--- config.mk ---
export PLATFORM = sky130hd
export DESIGN_NAME = nios2_oci_dct_trace_capture
export DESIGN_NICKNAME = d
export VERILOG_FILES = /design/src/rtl/nios2_oci_dct_pkg.sv /design/src/rtl/nios2_oci_dct_fifo.sv /design/src/rtl/nios2_oci_dct_trace_capture.sv
export SDC_FILE = /design/constraint.sdc
export NUM_CORES = 1
export LEC_CHECK = 0
export ABC_AREA = 1
export BUFFER_PORTS_ARGS = -buffer_cell sky130_fd_sc_hd__buf_4
export CAP_MARGIN = 20
export CORE_MARGIN = 2
export CORE_UTILIZATION = 65
export CTS_CLUSTER_DIAMETER = 120
export DETAILED_ROUTE_END_ITERATION = 10
export PLACE_DENSITY = 0.83
export SYNTH_ARGS = -nofsm -noshare
export SYNTH_HDL_FRONTEND = slang
export SYNTH_HIERARCHICAL = 1
export SYNTH_SLANG_ARGS = --single-unit
--- constraint.sdc ---
create_clock -name clk -period 6.45 [get_ports clk]
set_input_delay 0.645 -clock clk [delete_from_list [all_inputs] [get_ports clk]]
set_output_delay 0.645 -clock clk [all_outputs]
set_load 0.05 [all_outputs]
--- src/rtl/nios2_oci_dct_pkg.sv ---
// Shared definitions for the Nios II OCI DCT trace-capture block.
//   - FSM state encoding (IDLE=0, CAPTURE=1, DRAIN=2, DONE=3)
//   - default trace geometry (slot width, slots per word, count width)
//   - occupancy-width helper used by the FIFO and the top level
package nios2_oci_dct_pkg;

    typedef enum logic [1:0] {
        ST_IDLE    = 2'd0,
        ST_CAPTURE = 2'd1,
        ST_DRAIN   = 2'd2,
        ST_DONE    = 2'd3
    } dct_state_e;

    localparam int DCT_SLOT_W_DEF = 3;
    localparam int DCT_SLOTS_DEF  = 10;
    localparam int DCT_CNT_W_DEF  = 4;

    // Width needed to hold an occupancy value in the range 0..depth.
    function automatic int dct_level_w(input int depth);
        return $clog2(depth + 1);
    endfunction

endpackage

--- src/rtl/nios2_oci_dct_fifo.sv ---
// Synchronous first-word-fall-through FIFO for captured DCT words.
// Ports:
//   clk, reset      block clock, synchronous active-high reset
//   push, wr_data   write request and data
//   pop             read request; the head entry advances
//   rd_data         head entry, forced to 0 while empty
//   full, empty     occupancy flags
//   level           current number of stored entries
// A push into a full FIFO succeeds only if a pop happens in the same cycle.
module nios2_oci_dct_fifo
    import nios2_oci_dct_pkg::*;
#(
    parameter int DATA_W = 34,
    parameter int DEPTH  = 16
) (
    input  logic                            clk,
    input  logic                            reset,
    input  logic                            push,
    input  logic                            pop,
    input  logic [DATA_W-1:0]               wr_data,
    output logic [DATA_W-1:0]               rd_data,
    output logic                            full,
    output logic                            empty,
    output logic [dct_level_w(DEPTH)-1:0]   level
);

    localparam int PTR_W = $clog2(DEPTH);
    localparam int LVL_W = dct_level_w(DEPTH);

    // Pointers carry one extra MSB so that full and empty differ.
    logic [PTR_W:0]      wr_ptr;
    logic [PTR_W:0]      rd_ptr;
    logic [DATA_W-1:0]   mem [DEPTH];
    logic                do_push;
    logic                do_pop;

    assign empty   = (wr_ptr == rd_ptr);
    assign full    = (wr_ptr[PTR_W] != rd_ptr[PTR_W]) &&
                     (wr_ptr[PTR_W-1:0] == rd_ptr[PTR_W-1:0]);
    assign do_pop  = pop && !empty;
    assign do_push = push && (!full || do_pop);

    always_ff @(posedge clk) begin
        if (reset) begin
            wr_ptr <= '0;
            rd_ptr <= '0;
            level  <= '0;
        end else begin
            if (do_push) wr_ptr <= wr_ptr + 1'b1;
            if (do_pop)  rd_ptr <= rd_ptr + 1'b1;
            case ({do_push, do_pop})
                2'b10:   level <= level + LVL_W'(1);
                2'b01:   level <= level - LVL_W'(1);
                default: level <= level;
            endcase
        end
    end

    // Storage carries no reset; the read side is masked while empty.
    always_ff @(posedge clk) begin
        if (do_push) mem[wr_ptr[PTR_W-1:0]] <= wr_data;
    end

    assign rd_data = empty ? '0 : mem[rd_ptr[PTR_W-1:0]];

endmodule

--- src/rtl/nios2_oci_dct_trace_capture.sv ---
// DCT trace capture: buffers packed trace words with their slot counts in an
// FWFT FIFO, counts dropped entries and sequences the end-of-test drain.
// Ports:
//   clk, reset                    clock, synchronous active-high reset
//   dct_buffer/dct_count/dct_valid  incoming trace word, slot count, qualifier
//   test_ending, test_has_ended   end-of-test indications
//   rd_ready / rd_valid           read handshake (pop on both high)
//   rd_buffer, rd_count           head entry (0 when empty)
//   fill_level                    FIFO occupancy
//   overflow_count                saturating count of dropped entries
//   state, drain_done             FSM state and DONE indication
//   slot_total                    running sum of accepted slot counts,
//                                 present only with DCT_TRACE_SLOT_TOTAL_EN
module nios2_oci_dct_trace_capture
    import nios2_oci_dct_pkg::*;
#(
    parameter int SLOT_W = DCT_SLOT_W_DEF,
    parameter int SLOTS  = DCT_SLOTS_DEF,
    parameter int CNT_W  = DCT_CNT_W_DEF,
    parameter int DEPTH  = 16,
    parameter int OVF_W  = 16
) (
    input  logic                           clk,
    input  logic                           reset,
    input  logic [SLOT_W*SLOTS-1:0]        dct_buffer,
    input  logic [CNT_W-1:0]               dct_count,
    input  logic                           dct_valid,
    input  logic                           test_ending,
    input  logic                           test_has_ended,
    input  logic                           rd_ready,
    output logic                           rd_valid,
    output logic [SLOT_W*SLOTS-1:0]        rd_buffer,
    output logic [CNT_W-1:0]               rd_count,
    output logic [dct_level_w(DEPTH)-1:0]  fill_level,
    output logic [OVF_W-1:0]               overflow_count,
    output logic [1:0]                     state,
    output logic                           drain_done
`ifdef DCT_TRACE_SLOT_TOTAL_EN
    ,
    output logic [31:0]                    slot_total
`endif
);

    localparam int BUF_W = SLOT_W * SLOTS;
    localparam int LVL_W = dct_level_w(DEPTH);

    dct_state_e              cur_state;
    dct_state_e              nxt_state;
    logic                    fifo_full;
    logic                    fifo_empty;
    logic                    pop;
    logic                    qual;
    logic                    accept;
    logic                    drop;
    logic                    drained;
    logic [CNT_W-1:0]        clamped_count;
    logic [BUF_W+CNT_W-1:0]  fifo_rd_data;

    assign rd_valid = !fifo_empty;          // same as fill_level != 0
    assign pop      = rd_valid && rd_ready;

    // Capture only before the drain starts; zero-slot words carry nothing.
    assign qual = dct_valid && (dct_count != '0) &&
                  ((cur_state == ST_IDLE) || (cur_state == ST_CAPTURE));
    assign clamped_count = (dct_count > CNT_W'(SLOTS)) ? CNT_W'(SLOTS) : dct_count;

    // A same-cycle pop frees the slot, so a push into a full FIFO survives.
    assign accept = qual && (!fifo_full || pop);
    assign drop   = qual && fifo_full && !pop;

    // No pushes happen in DRAIN, so occupancy after this edge is level - pop.
    assign drained = (fill_level == '0) || ((fill_level == LVL_W'(1)) && pop);

    nios2_oci_dct_fifo #(
        .DATA_W (BUF_W + CNT_W),
        .DEPTH  (DEPTH)
    ) u_fifo (
        .clk     (clk),
        .reset   (reset),
        .push    (qual),
        .pop     (pop),
        .wr_data ({clamped_count, dct_buffer}),
        .rd_data (fifo_rd_data),
        .full    (fifo_full),
        .empty   (fifo_empty),
        .level   (fill_level)
    );

    assign {rd_count, rd_buffer} = fifo_rd_data;

    always_ff @(posedge clk) begin
        if (reset) cur_state <= ST_IDLE;
        else       cur_state <= nxt_state;
    end

    always_comb begin
        nxt_state = cur_state;
        case (cur_state)
            ST_IDLE:    if (dct_valid) nxt_state = ST_CAPTURE;
            ST_CAPTURE: if (test_ending || test_has_ended) nxt_state = ST_DRAIN;
            ST_DRAIN:   if (drained && test_has_ended) nxt_state = ST_DONE;
            ST_DONE:    nxt_state = ST_DONE;
            default:    nxt_state = ST_IDLE;
        endcase
    end

    assign state      = cur_state;
    assign drain_done = (cur_state == ST_DONE);

    always_ff @(posedge clk) begin
        if (reset)
            overflow_count <= '0;
        else if (drop && (overflow_count != '1))
            overflow_count <= overflow_count + 1'b1;
    end

`ifdef DCT_TRACE_SLOT_TOTAL_EN
    always_ff @(posedge clk) begin
        if (reset)
            slot_total <= '0;
        else if (accept)
            slot_total <= slot_total + 32'(clamped_count);
    end
`else
    logic unused_accept;
    assign unused_accept = accept;
`endif

endmodule

==> summary.md <==
| Metric | Value |
|---|---|
| Status | complete, no violations |
| Leading cell type in the layout, fill and taps excluded | edfxtp_1 |
| Worst Hold Path EP | state[1] |
| CTS Buf Count | 55 |
| Metal2 WL | 27100 µm |
| Worst r2r src | u_fifo/wr_ptr[3] |
| Metal-1 WL | roughly 21000 µm |
| Area after DPL | 25500 µm² |
| Design Area, Final | around 27000 µm² |
| Starting Density | around two thirds |
| HP Start | test_ending |
| Reg-to-reg endpoint | u_fifo/mem[4][15] |
| Post-cts gate resize count | 0 |
| Worst EP arrival | about 3.6 ns |
| Ys Warns | 6 |
| Inst Count DP | between 2000 and 2500 |
| WHS Path Cells | 3 |
| Grt ovf | 0 |
| Worst Reg-to-Reg Cells | 14 |
| Multi-input combinational cell area | approximately 5700 µm² |
| Startpoint types | register |
| Routed Antenna Nets | 0 |
| Vias | 15700 |
| CP Data Required Time | 5.80 ns |
| Clock-pin slew on the worst setup and hold paths | 0.07 ns |
| Worst setup EP type | output pin |
| Post-CTS Setup Bufs | 0 |
| Layout area overhead | 12.6% |
| Num rows | 70 |
| Final Non-Filler Cells | ~2600 |
| Final Hold Fails | 0 |
| Leakage Power | ~0.0096 µW |
| Synth top area share | between 60% and 70% |
| Maximum clock path buffer count | 3 |
| GRT Util Overall | between 20% and 30% |
| Fin. max-slew vios | 0 |
| Setup TNS | 0 ns |
| Yosys top cell by area | edfxtp_1 |
| Fmax | around 240 MHz |
| Final period utilization | about two thirds |
| Clock Latency Late Sink | a little over 0.6 ns |
| Uppermost routed layer | met4 |
| Pin count of the biggest net entering global routing | around 200 |
| Max Cap Viol | 0 |
| 1st-iter DRT viols | 1801 |
| Dpl hpwl | ~30000 µm |
| # diodes | 0 |
| Filler cells | between 2000 and 2500 |
| Register area | 17100 µm² |
| Unrepaired setup endpoints after global routing | false |
| DRC errors left | 0 |
| Port Buf Inserts | slightly below 100 |
| WL final | around 55000 µm |
| Worst R2R Setup Slack | around 2.7 ns |
| Post-synthesis sequential area ratio | between 70 and 80% |
| Detailed Routing Iterations Pass 1 | 6 |
| Min Tclk post-route | ~4.3 ns |
| Die W | 197 µm |
| H-tree Lvls | 2 |
| Clock skew | 0.0166 ns |
| Gpl congestion | 0.814 |
| Post-synthesis cell type count | 42 |
| IO Pins | a little under 100 |
| Syn nets | 2029 |
| Share of layout cells above drive strength 1 | 13.3% |
| Hold-fix buffers at CTS | 0 |
| Worst Hold Class | primary input to register |
| Routed wire per std cell | 21.3 µm |
| Crit-path max FO | 95 |
| Critical path class | register to output pin |
| Worst slew pin tran | between 1 and 1.5 ns |
| First-pass GRT wire length | between 80000 and 90000 µm |
| Root Buffer | clkbuf_16 |
| Drt via density | about 6.1 |
| Synthesized flop and latch total | between 500 and 600 |
| Main area contributors after synthesis | edfxtp_1, o21ai_0, inv_1, a21oi_1, o211ai_1 |
| Pwr dens | between 300 and 400 nW/µm² |
| Setup violators final | 0 |
| Die Area | about 40000 µm² |
| Synthesized area per cell | between 10 and 15 µm² |
| Initial antenna violation count | 0 |
| Post-synthesis cell count | ~2000 |
| Total core area | around 37000 µm² |
| Nets@finish | approximately 2100 |
| Sink Count | 581 |
| Max IR drop VDD | 0.000229 V |
| Synthesized area | roughly 24000 µm² |
| WL met3 | 4080 µm |
| Most frequent cells in the layout | edfxtp_1, inv_1, o21ai_0 |
| Relative slew slack | 29.5% |
| CTS tree | done |
| Vias in the first global route | around 15000 |
| Vert. Die Dim | a little under 200 µm |
## worst max path at each step
stage / start / to / slack (ns)
global route: register / rd_buffer[26] / 2.02
global placement: u_fifo/wr_ptr[3] / u_fifo/level[4] / 2.91
CTS: register / rd_buffer[23] / 2.27
detailed placement: u_fifo/wr_ptr[3] / u_fifo/level[4] / 2.80
floorplan: u_fifo/wr_ptr[2] / u_fifo/mem[11][0] / 2.52
finish: register / rd_buffer[26] / 2.20
## metal layers
| layer | GRT usage, % | vias to the layer above |
|---|---|---|
| li1 | - | 7183 |
| met3 | 3.28 | 159 |
| met4 | 13.9 | 0 |
| met2 | 47.4 | 812 |
| met1 | 37.6 | 7527 |
| met5 | 0 | - |
## stage by stage
stage	utilization (%)	worst slack, ns	power, µW	hold slack, ns
CTS	74.4	2.27	8790	0.306
global route	74.6	2.02	9040	0.341
finish	74.6	2.20	8770	0.326
floorplan	-	2.52	5260	0.440
global placement	68.9	2.91	5580	0.451
detailed placement	69.6	2.80	5630	0.465
## logic make-up after synthesis
| logic type | count (synthesis) | share of synthesized area [%] |
|---|---|---|
| xor+xnor | 9 | 0.324 |
| flops | 581 | 70.3 |
| compound gates | 559 | 13.4 |
| simple gates | 388 | 7.09 |
| mux | 34 | 1.40 |
| buf+inv | 398 | 6.94 |
| fa+ha+maj | 10 | 0.546 |
## state kept, by name, summed over array words and instances (netlist names), named ones only
signal          flops
overflow_count     16
state               2
u_fifo/level        5
u_fifo/mem        544
u_fifo/rd_ptr       5
u_fifo/wr_ptr       5
## final cells by class
class	instances	area share (%)
clock buffer	75	5.49
timing repair buffer	128	4.26
multi-input combinational	1000	20.7
sequential	581	62.4
clock inverter	26	1.04
tap	468	2.14
inverter	282	3.91
## report_power, final
| part | leakage, µW | total [µW] | switching (µW) | internal (µW) |
|---|---|---|---|---|
| combinational | 0.00350 | 1340 | 952 | 383 |
| sequential | 0.00521 | 4240 | 57.0 | 4190 |
| clock | 0.000866 | 3190 | 1360 | 1840 |
| total | 0.00957 | 8770 | 2360 | 6400 |
## cells in the mapped netlist (all sizes together)
cell type and count:
clkbuf 44, o31ai 1, mux2i 34, nor3b 1, nand3 124, a21boi 1, o21bai 1, fa 1
nand3b 1, nor2 55, a211oi 34, o21ai 220, o211ai 102, nand4 5, dfxtp 37, ha 9
a21oi 200, clkinv 3, nor3 3, xor2 7, or2 1, inv 279, buf 72, xnor2 2
nand2 198, edfxtp 544
## worst max-delay path: stages (launching register included)
cell	delay, ns
dfxtp_4	0.99
buf_4	0.78
o21ai_0	0.21
a21oi_1	0.17
o21ai_0	0.14
a211oi_1	0.33
buf_4	0.27
No activity file was read; power rests on OpenSTA's default activity.
